<file path="src/rtl/fir_tdm_sequencer.sv">
// fir_tdm_sequencer
//   Time-multiplexed FIR filter. A single signed WIDTHxWIDTH multiplier and an
//   ACCW-bit accumulator are shared across NTAPS taps. Each accepted Q1.15
//   sample goes into a circular delay line. The block then runs NTAPS MAC
//   cycles and emits one rounded, saturated Q1.15 result.
//
// Ports
//   CLK        clock, all state updates on the rising edge
//   RST        synchronous reset, active-high
//   x          input sample, Q1.15 signed
//   x_valid    x is presented
//   x_ready    block can accept x this cycle (IDLE and not in reset)
//   coef_we    coefficient write strobe, honoured only while idle
//   coef_addr  tap index k of h[k]
//   coef_data  coefficient value, Q1.15 signed
//   y          filtered output, held until the next result
//   y_valid    one-cycle pulse when y is updated
//   busy       a MAC sequence is in progress
module fir_tdm_sequencer #(
  parameter int NTAPS = 8,
  parameter int WIDTH = 16,
  parameter int ACCW  = 40
) (
  input  logic                       CLK,
  input  logic                       RST,
  input  logic [WIDTH-1:0]           x,
  input  logic                       x_valid,
  output logic                       x_ready,
  input  logic                       coef_we,
  input  logic [$clog2(NTAPS)-1:0]   coef_addr,
  input  logic [WIDTH-1:0]           coef_data,
  output logic [WIDTH-1:0]           y,
  output logic                       y_valid,
  output logic                       busy
);

  localparam int AW = $clog2(NTAPS);

  // Rounding bias (half an output LSB) and saturation limits at accumulator width.
  localparam logic signed [ACCW-1:0] HALF_LSB =
    {{(ACCW-WIDTH+1){1'b0}}, 1'b1, {(WIDTH-2){1'b0}}};
  localparam logic signed [ACCW-1:0] SAT_MAX =
    {{(ACCW-WIDTH+1){1'b0}}, {(WIDTH-1){1'b1}}};
  localparam logic signed [ACCW-1:0] SAT_MIN =
    {{(ACCW-WIDTH+1){1'b1}}, {(WIDTH-1){1'b0}}};

  typedef enum logic [1:0] {
    IDLE = 2'd0,
    MAC  = 2'd1,
    DONE = 2'd2
  } state_t;

  state_t                  state_reg, state_next;
  logic [AW-1:0]           wr_ptr_reg, wr_ptr_next;
  logic [AW-1:0]           k_reg, k_next;
  logic signed [ACCW-1:0]  acc_reg, acc_next;
  logic [WIDTH-1:0]        y_reg, y_next;
  logic                    y_valid_reg, y_valid_next;

  logic signed [WIDTH-1:0] coef_reg  [NTAPS];
  logic signed [WIDTH-1:0] delay_reg [NTAPS];

  logic                    accept;
  logic                    coef_wr_en;

  // Datapath: h[k] always pairs with the sample k steps older than the newest.
  logic [AW-1:0]             rd_idx;
  logic signed [2*WIDTH-1:0] product;
  logic signed [ACCW-1:0]    product_ext;
  logic signed [ACCW-1:0]    acc_biased;
  logic signed [ACCW-1:0]    acc_round;
  logic [WIDTH-1:0]          y_sat;

  assign rd_idx      = wr_ptr_reg - k_reg;
  assign product     = coef_reg[k_reg] * delay_reg[rd_idx];
  assign product_ext = {{(ACCW-2*WIDTH){product[2*WIDTH-1]}}, product};
  assign acc_biased  = acc_reg + HALF_LSB;
  assign acc_round   = acc_biased >>> (WIDTH-1);

  always_comb begin
    if (acc_round > SAT_MAX) begin
      y_sat = SAT_MAX[WIDTH-1:0];
    end else if (acc_round < SAT_MIN) begin
      y_sat = SAT_MIN[WIDTH-1:0];
    end else begin
      y_sat = acc_round[WIDTH-1:0];
    end
  end

  // x_ready drops combinationally with RST so nothing is accepted during reset.
  assign x_ready = (state_reg == IDLE) && !RST;
  assign busy    = (state_reg != IDLE);
  assign y       = y_reg;
  assign y_valid = y_valid_reg;

  always_comb begin
    state_next   = state_reg;
    wr_ptr_next  = wr_ptr_reg;
    k_next       = k_reg;
    acc_next     = acc_reg;
    y_next       = y_reg;
    y_valid_next = 1'b0;
    accept       = 1'b0;
    coef_wr_en   = 1'b0;
    case (state_reg)
      IDLE: begin
        if (x_valid && x_ready) begin
          accept      = 1'b1;
          wr_ptr_next = wr_ptr_reg + AW'(1);
          acc_next    = '0;
          k_next      = '0;
          state_next  = MAC;
        end else if (coef_we) begin
          // Coefficients only change when no sequence is starting.
          coef_wr_en = 1'b1;
        end
      end
      MAC: begin
        acc_next = acc_reg + product_ext;
        k_next   = k_reg + AW'(1);
        if (k_reg == AW'(NTAPS-1)) begin
          state_next = DONE;
        end
      end
      DONE: begin
        y_next       = y_sat;
        y_valid_next = 1'b1;
        state_next   = IDLE;
      end
      default: begin
        state_next = IDLE;
      end
    endcase
  end

  always_ff @(posedge CLK) begin
    if (RST) begin
      state_reg   <= IDLE;
      wr_ptr_reg  <= '0;
      k_reg       <= '0;
      acc_reg     <= '0;
      y_reg       <= '0;
      y_valid_reg <= 1'b0;
    end else begin
      state_reg   <= state_next;
      wr_ptr_reg  <= wr_ptr_next;
      k_reg       <= k_next;
      acc_reg     <= acc_next;
      y_reg       <= y_next;
      y_valid_reg <= y_valid_next;
    end
  end

  // Coefficient and delay-line storage are cleared on reset so an aborted
  // sequence leaves no stale samples behind.
  always_ff @(posedge CLK) begin
    if (RST) begin
      for (int i = 0; i < NTAPS; i++) begin
        coef_reg[i]  <= '0;
        delay_reg[i] <= '0;
      end
    end else begin
      if (coef_wr_en) begin
        coef_reg[coef_addr] <= coef_data;
      end
      if (accept) begin
        // The newest sample lands at the advanced pointer, overwriting the oldest.
        delay_reg[wr_ptr_next] <= x;
      end
    end
  end

endmodule
</file>
<file path="config.mk">
export PLATFORM = sky130hd
export DESIGN_NAME = fir_tdm_sequencer
export DESIGN_NICKNAME = d
export VERILOG_FILES = /design/src/rtl/fir_tdm_sequencer.sv
export SDC_FILE = /design/constraint.sdc
export NUM_CORES = 1
export LEC_CHECK = 0
export CORE_MARGIN = 2
export CORE_UTILIZATION = 45
export CTS_CLUSTER_SIZE = 8
export DETAILED_ROUTE_END_ITERATION = 10
export HOLD_SLACK_MARGIN = 0.15
export PLACE_DENSITY = 0.63
export SETUP_SLACK_MARGIN = 0.15
export SYNTH_ARGS = -nofsm -noshare
export SYNTH_HDL_FRONTEND = slang
export SYNTH_SLANG_ARGS = --single-unit
</file>
<file path="constraint.sdc">
create_clock -name CLK -period 11.1 [get_ports CLK]
set_clock_uncertainty 0.2 [all_clocks]
set_input_delay 3.33 -clock CLK [delete_from_list [all_inputs] [get_ports CLK]]
set_output_delay 3.33 -clock CLK [all_outputs]
set_load 0.1 [all_outputs]
</file>
==> impl_metrics.csv, run 1 <==
group,metric,value,unit
synth,syn_inst,2373,
sta,drv_slew,0,
setup_path,crit_arrival,9.94,ns
routing,final_antenna_net_count,0,
grt,grt_pass1_wl,103000,um
setup_path,reg2reg_depth,29,
routing,drt-met1-wl,27700,um
sta,max_clock_freq,103,MHz
synth,synth.area.mux_share,7.59,%
placed_design,port_buffers,57,
sta,rsz0062_at_grt,"false",
final_layout,fin_nets,2934,
setup_path,cp_num_buf_inv,6,
synth,async_flop_share,0,%
clocking,cts_tree,"done",
clocking,cts_hold_buf,0,
routing,via_per_inst,5.27,
synth,ys_ff_latch,324,
clocking,cts_made_buffers,46,
routing,wl_met2,30700,um
clocking,cts_root_buf,"clkbuf_16",
die,core,58700,um^2
final_layout,final_core_util,50.3,%
synth,post_synth_fa_ha_maj_area_fraction,30.6,%
synth,synth_top_cell_by_area,"edfxtp_1",
routing,first_pass_iters,5,
setup_path,crit_path_top_delay_cell,"xnor2_2",
status,status,"complete, no violations",
sta,hold_violations,0,
sta,setup_tns,0,ns
grt,grt_usage,22.0,%
setup_path,crit_fanout,14,
final_layout,area_delta_synth_final,11.0,%
setup_path,critical-path-max-stage-delay,0.80,ns
synth,synth.most_common_cell,"inv_1",
clocking,clk-insertion-delay-late,0.61,ns
setup_path,path_depth,29,
sta,min_period,9.68,ns
synth,synthXorXnorAreaFrac,1.98,%
sta,worst_slew_margin_rel,16.2,%
hold_path,whs_path_depth,2,
sta,setup_viol,0,
routing,vias,17076,
setup_path,cpMostUsedCell,"fa_1",
routing,routed_wl,63600,um
setup_path,critPathLaunchType,"register",
clocking,cts.repair.resized,0,
grt,grt_max_degree,37,
synth,synth_cell_types,63,
synth,syn_area_per_cell,11.2,um^2
sta,setup_ws,1.42,ns
synth,yosys-top-cells-area,"edfxtp_1 (29%), fa_1 (25%), and2_1 (6.2%), inv_1 (5.9%), ha_1 (5.7%)",
die,row_count,89,
setup_path,cp_top_family,"adder cells",
synth,synth_compound_area_share,4.53,%
grt,grt_antenna_before_repair,1,
sta,finalCritPeriodShare,87.2,%
die,start_util,45.3,%
die,die_width,247,um
clocking,clock-sinks,324,
synth,ys_seq_area_share,34.1,%
clocking,cts_setup_buffers,0,
synth,synthDominantCellAreaShare,28.9,%
grt,grt_pass1_vias,18475,
clocking,clkSlewWorstSetupHoldPaths,0.05,ns
final_layout,nFillCells,5168,
setup_path,cp-end-kind,"register",
placed_design,place_congestion,0.911,
routing,first_iter_violations,1148,
routing,dr_wl_met3,4110,um
synth,synth_edf_count,256,
placed_design,dp_slack,1.44,ns
synth,yosysWarnings,0,
placed_design,dp_hpwl,47800,um
sta,tightest_slew,1.22,ns
job,max-cap-violations,0,
setup_path,worst_ep_required_time,11.36,ns
synth,synth_commonest_cells,"inv_1 (421), fa_1 (331), and2_1 (262), edfxtp_1 (256), nor2_1 (189)",
clocking,cts_buffer_depth,3,
setup_path,worst-setup-path-type,"reg -> reg",
synth,synthesis.nets,2863,
synth,yosys.area_share.simple,14.1,%
die,die_area,61000,um^2
synth,synth-main-ff-cell,"edfxtp_1",
routing,drc,0,
die,ios,58,
synth,syn_area,26600,um^2
hold_path,hp-class,"reg -> reg",
routing,top_layer,"met4",
routing,wl_per_cell,19.7,um
clocking,h-tree-depth,2,
grt,gr-total-overflow,0,
final_layout,drive_gt1_share,8.73,%
synth,synth_top_family_by_area,"adder cells",
die,die_y,247,um
worst register-to-register path: cells and delay by family, from the launching register on:
family,cells,cell delay (ns)
AOI/OAI and AO/OA,6,1.43
DFF,1,0.41
adders and majority gates,9,4.10
and+or+nand+nor,3,0.57
xor gates and xnor gates,3,1.12
muxes,2,1.28
buffers and inverters,6,0.46
metrics by stage:
stage | hold slack, ns | area [um^2] | cells
after floorplan | 0.248 | 26600 | 2373
after global placement | 0.269 | 28200 | 3169
after detailed placement | 0.275 | 28200 | 3169
after CTS | 0.290 | 29500 | 3236
after global routing | 0.310 | 29500 | 3237
final | 0.288 | 29500 | 3238
worst paths after layout:
check	startpoint	endpoint	slack [ns]
worst min-delay path	y[12]	y[12]	0.29
worst min register to register	y[12]	y[12]	0.29
worst max-delay path	wr_ptr_reg[0]	acc_reg[37]	1.42
worst max register to register	wr_ptr_reg[0]	acc_reg[37]	1.42
metal layers:
metal	GRT usage [%]	up-vias
li1	-	7821
met1	29.6	8697
met2	37.0	486
met3	3.95	72
met4	5.14	0
met5	0	-
cells by family after synthesis:
group                    count (synthesis)
AO/OA/AOI/OAI                          173
XOR/XNOR                                60
adder cells (fa/ha/maj)                451
buffers and inverters                  505
flip-flops                             324
multiplexers                           117
AND/OR/NAND/NOR                        743
area by class of cell:
class | instances | area, um^2 | share of cell area [%]
inverter | 426 | 1600 | 5.42
tap | 773 | 967 | 3.28
clock buffer | 64 | 1230 | 4.17
timing repair buffer | 102 | 903 | 3.06
multi-input combinational | 1544 | 15700 | 53.1
clock inverter | 3 | 90.1 | 0.305
sequential | 324 | 9050 | 30.7
antenna | 2 | 5.00 | 0.0170
placed cells by master (no fill, tap or decap), types with 17 or more instances in the layout:
| master | netlist | layout |
|---|---|---|
| xnor2_1 | 39 | 38 |
| a21oi_1 | 39 | 39 |
| xor2_1 | 21 | 21 |
| mux2_2 | 23 | 23 |
| ha_1 | 120 | 119 |
| dfxtp_1 | 68 | 67 |
| clkdlybuf4s50_1 | 0 | 56 |
| inv_1 | 421 | 421 |
| nand3_1 | 26 | 26 |
| nand2_1 | 157 | 157 |
| fa_1 | 331 | 331 |
| and2_1 | 262 | 262 |
| mux2i_1 | 27 | 26 |
| mux4_2 | 64 | 64 |
| edfxtp_1 | 256 | 256 |
| nor2_1 | 189 | 187 |
| a22o_1 | 20 | 20 |
| o21a_1 | 25 | 25 |
| clkbuf_16 | 0 | 46 |
| nor3_1 | 32 | 31 |
| buf_4 | 0 | 45 |
| clkbuf_1 | 64 | 17 |
Power of run 1 is left out: the tool's default activity adds up to more than one toggle a clock period on the data nets, which glitch-free logic cannot reach.
==> run 2: changes to the inputs <==
--- a/config.mk
+++ b/config.mk
@@ -6,11 +6,11 @@
 export NUM_CORES = 1
 export LEC_CHECK = 0
 export CORE_MARGIN = 2
-export CORE_UTILIZATION = 45
+export CORE_UTILIZATION = 60
 export CTS_CLUSTER_SIZE = 8
 export DETAILED_ROUTE_END_ITERATION = 10
 export HOLD_SLACK_MARGIN = 0.15
-export PLACE_DENSITY = 0.63
+export PLACE_DENSITY = 0.79
 export SETUP_SLACK_MARGIN = 0.15
 export SYNTH_ARGS = -nofsm -noshare
 export SYNTH_HDL_FRONTEND = slang
==> run 2 against run 1 <==
Against the previous run: via count rose by 1.9%; sequential share of layout area is 0.31 points higher; die area fell by 25%; worst setup slack got worse by 0.18 ns; first-iteration DRC count up 13%; cell area down 1.0%; non-clock buffer count fell by 5.
==> impl_metrics.csv, run 2 (synthesized netlist as in run 1, its figures left out) <==
group,metric,value,unit
status,status,"complete, no violations",
setup_path,worst-setup-path-type,"reg -> reg",
clocking,clk-insertion-delay-late,0.59,ns
sta,max_clock_freq,101,MHz
grt,grt_pass1_vias,18928,
final_layout,final-seq-area,9050,um^2
die,die_y,214,um
setup_path,critPathLaunchType,"register",
clocking,cts_tree,"done",
hold_path,hp-class,"reg -> reg",
die,die_area,46000,um^2
final_layout,fin_nets,2930,
clocking,cts_made_buffers,47,
setup_path,crit_arrival,10.10,ns
setup_path,crit_fanout,13,
placed_design,place_congestion,0.922,
clocking,cts_buffer_depth,3,
die,start_util,60.5,%
grt,grt_antenna_before_repair,2,
final_layout,area_delta_synth_final,9.90,%
routing,wl_per_cell,19.9,um
routing,first_iter_violations,1297,
clocking,cts_root_buf,"clkbuf_16",
sta,min_period,9.86,ns
clocking,cts_hold_buf,0,
setup_path,cp_num_buf_inv,6,
setup_path,path_depth,29,
clocking,cts_setup_buffers,0,
final_layout,final_common_cell,"inv_1",
sta,drv_slew,0,
die,ios,58,
job,max-cap-violations,0,
die,core,43900,um^2
sta,finalCritPeriodShare,88.9,%
final_layout,layout_common_cells,"inv_1 (421), fa_1 (331), and2_1 (262)",
final_layout,nFillCells,3272,
routing,first_pass_iters,5,
grt,grt_usage,27.7,%
clocking,clock-sinks,324,
clocking,cts.repair.resized,0,
sta,setup_viol,0,
routing,via_per_inst,5.71,
setup_path,cpMostUsedCell,"fa_1",
sta,tightest_slew,1.24,ns
setup_path,cp_top_family,"adder cells",
grt,grt_pass1_wl,99600,um
setup_path,reg2reg_depth,29,
grt,gr-total-overflow,0,
sta,setup_tns,0,ns
setup_path,cp-end-kind,"register",
setup_path,crit_path_top_delay_cell,"a311oi_1",
hold_path,whs_path_depth,2,
routing,drc,0,
clocking,clkSlewWorstSetupHoldPaths,0.05,ns
sta,hold_violations,0,
setup_path,critical-path-max-stage-delay,0.79,ns
placed_design,dp_hpwl,45400,um
die,row_count,77,
routing,final_antenna_net_count,0,
sta,worst_slew_margin_rel,17.0,%
setup_path,worst_ep_required_time,11.33,ns
final_layout,multiInputGateArea,15700,um^2
final_layout,drive_gt1_share,8.60,%
sta,rsz0062_at_grt,"false",
routing,vias,17398,
grt,grt_max_degree,41,
placed_design,port_buffers,57,
clocking,h-tree-depth,2,
die,die_width,214,um
routing,routed_wl,60500,um
## run 2: changes by cell type in the layout (fill, tap and decap cells not counted), sizes merged
cell      change
diode         -1
clkinvlp      +2
clkbuf        -8
clkinv        +1
buf           -5
## run 2: layout make-up
type / instances / area share, %
Clock buffer: 56 / 4.14
Sequential cell: 324 / 31.0
Multi-Input combinational cell: 1544 / 53.6
Antenna cell: 1 / 0.00857
Tap cell: 592 / 2.54
Inverter: 426 / 5.48
Clock inverter: 6 / 0.279
Timing Repair Buffer: 97 / 2.97
## run 2: per-stage QoR
step	utilization (%)	setup slack, ns	area, um^2	cells	hold WS (ns)
after CTS	66.5	1.39	29200	3045	0.288
after global placement	63.5	1.65	27900	2983	0.271
after detailed placement	63.5	1.52	27900	2983	0.279
after floorplan	-	2.31	26600	2373	0.248
after global routing	66.5	0.825	29200	3045	0.305
final	66.5	1.24	29200	3046	0.287
## run 2: final timing paths
check / startpoint / to / slack, ns
hold / removal: y[4] / y[4] / 0.29
setup reg to reg: wr_ptr_reg[0] / acc_reg[39] / 1.24
setup / recovery: wr_ptr_reg[0] / acc_reg[39] / 1.24
hold reg to reg: y[4] / y[4] / 0.29
## run 2: layer usage
metal	global-route usage [%]	part of all wire, %	up-vias
met5	0	0	-
met4	9.54	2.8	0
met3	5.93	9.2	135
met2	45.6	48	802
met1	36.9	40	8657
li1	-	-	7804
## run 2: tightest hold or removal path: cells and delay by family (launching register included)
kind,cells,cell delay (ns)
DFF,1,0.30
and+or+nand+nor,2,0.15
Power of run 2 is left out for the same reason.
==> run 3: changes to the inputs <==
--- a/config.mk
+++ b/config.mk
@@ -5,6 +5,7 @@
 export SDC_FILE = /design/constraint.sdc
 export NUM_CORES = 1
 export LEC_CHECK = 0
+export ABC_AREA = 1
 export CORE_MARGIN = 2
 export CORE_UTILIZATION = 60
 export CTS_CLUSTER_SIZE = 8
==> run 3 against run 2 <==
Against the previous run: register-to-register slack improved by 1.2 ns; core utilization decreased by 0.61 points; fmax increased by 14%; cell area increased by 2.4%; clock-buffer cell count increased by 16; critical path depth increased by 6; via count increased by 27%; largest cell class unchanged.
==> impl_metrics.csv, run 3 <==
group,metric,value,unit
routing,final_antenna_net_count,0,
routing,first_iter_violations,2270,
sta,drv_slew,0,
placed_design,dp_slack,2.48,ns
die,core,45400,um^2
final_layout,layout_common_cells,"nand2_1 (670), inv_1 (598), nor2_1 (527)",
sta,setup_ws,2.45,ns
synth,async_flop_share,0,%
sta,rsz0062_at_grt,"false",
clocking,cts_hold_buf,0,
synth,yosys-top-cells-area,"edfxtp_1 (28%), fa_1 (24%), nand2_1 (9.1%), inv_1 (8.1%), nor2_1 (7.2%)",
setup_path,crit_fanout,36,
synth,syn_area_per_cell,8.66,um^2
final_layout,area_delta_synth_final,8.50,%
setup_path,worst_ep_required_time,11.42,ns
synth,synthesis.nets,3670,
setup_path,cp-end-kind,"register",
final_layout,fin_area,29900,um^2
synth,synth.most_common_cell,"nand2_1",
setup_path,crit_arrival,8.97,ns
routing,via_per_inst,5.75,
clocking,cts.repair.resized,0,
setup_path,crit_path_top_delay_cell,"fa_1",
placed_design,dpl_cell_area,28500,um^2
die,die_width,218,um
clocking,cts_buffer_depth,3,
synth,synth_commonest_cells,"nand2_1 (670), inv_1 (598), nor2_1 (527), fa_1 (331), edfxtp_1 (256)",
final_layout,multiInputGateArea,15800,um^2
die,ios,58,
sta,hold_violations,0,
placed_design,place_congestion,0.992,
synth,synth_top_cell_by_area,"edfxtp_1",
synth,synth-main-ff-cell,"edfxtp_1",
sta,min_period,8.65,ns
synth,ys_ff_latch,324,
clocking,clk-insertion-delay-late,0.60,ns
setup_path,critical-path-max-stage-delay,0.75,ns
routing,first_pass_iters,6,
synth,syn_inst,3180,
setup_path,r2r_slack,2.45,ns
final_layout,final-seq-area,9050,um^2
sta,fin_hold_ws,0.268,ns
sta,finalCritPeriodShare,78.0,%
clocking,h-tree-depth,2,
clocking,cts_setup_buffers,0,
final_layout,drive_gt1_share,3.96,%
final_layout,fin_nets,3700,
hold_path,hp-class,"reg -> reg",
routing,drc,0,
setup_path,cpMostUsedCell,"inv_1",
setup_path,critPathLaunchType,"register",
die,row_count,78,
sta,setup_viol,0,
clocking,cts_tree,"done",
placed_design,port_buffers,57,
final_layout,nFillCells,3672,
sta,max_clock_freq,116,MHz
grt,grt_max_degree,74,
synth,synth_cell_types,52,
synth,synth_edf_count,256,
routing,wl_per_cell,19.7,um
grt,grt_usage,33.2,%
status,status,"complete, no violations",
synth,syn_area,27500,um^2
clocking,cts_made_buffers,47,
sta,worst_slew_margin_rel,27.6,%
synth,synthDominantCellAreaShare,27.9,%
final_layout,final_common_cell,"nand2_1",
clocking,clkSlewWorstSetupHoldPaths,0.05,ns
synth,ys_seq_area_share,32.9,%
grt,gr-total-overflow,0,
die,die_y,218,um
grt,grt_antenna_before_repair,0,
job,max-cap-violations,0,
synth,yosysWarnings,0,
clocking,cts_root_buf,"clkbuf_16",
sta,setup_tns,0,ns
placed_design,dp_hpwl,57100,um
routing,routed_wl,75600,um
sta,tightest_slew,1.08,ns
die,die_area,47600,um^2
grt,grt_pass1_vias,23218,
grt,grt_pass1_wl,122000,um
routing,vias,22049,
die,start_util,60.7,%
clocking,clock-sinks,324,
setup_path,worst-setup-path-type,"reg -> reg",
final_layout,antenna_cells,0,
==> run 3: stage by stage <==
stage               instances  util, %
floorplan                3180        -
global placement         3761     62.9
detailed placement       3761     62.9
CTS                      3836     65.9
global route             3836     65.9
finish                   3836     65.9
==> run 3: worst max-delay path: cells and delay by family, from the launching register on <==
| kind | cells | cell delay, ns |
|---|---|---|
| buf+inv | 13 | 1.91 |
| fa+ha+maj | 9 | 4.28 |
| compound gates | 7 | 1.08 |
| flops | 1 | 0.35 |
| simple gates | 6 | 0.74 |
==> run 3: worst paths after layout <==
| path | endpoint | start | depth (start not counted) |
|---|---|---|---|
| max | acc_reg[39] | wr_ptr_reg[0] | 35 |
| min | y[15] | y[15] | 2 |
| max reg2reg | acc_reg[39] | wr_ptr_reg[0] | 35 |
| min reg2reg | y[15] | y[15] | 2 |
==> run 3: cell families (layout without fill, tap and decap cells) <==
family,Yosys count,count (layout),share of synthesized area (%)
compound gates,340,340,7.41
xor+xnor,23,23,0.786
fa+ha+maj,451,451,29.5
buf+inv,704,760,9.92
flops,324,324,32.9
mux,11,11,0.436
simple gates,1327,1327,19.1
==> run 3: final cells by class <==
| type | count | share of cell area (%) |
|---|---|---|
| Tap cell | 600 | 2.51 |
| Multi-Input combinational cell | 2152 | 52.8 |
| Timing Repair Buffer | 72 | 2.27 |
| Sequential cell | 324 | 30.3 |
| Inverter | 613 | 7.70 |
| Clock buffer | 72 | 4.28 |
| Clock inverter | 3 | 0.197 |
==> run 3: routing by layer <==
layer	vias to the layer above	wire, um	track usage [%]
li1	9909	-	-
met1	10821	30200	44.2
met2	1145	35900	54.7
met3	174	7470	7.11
met4	0	2060	10.5
met5	-	0	0
Power of run 3 is left out for the same reason.
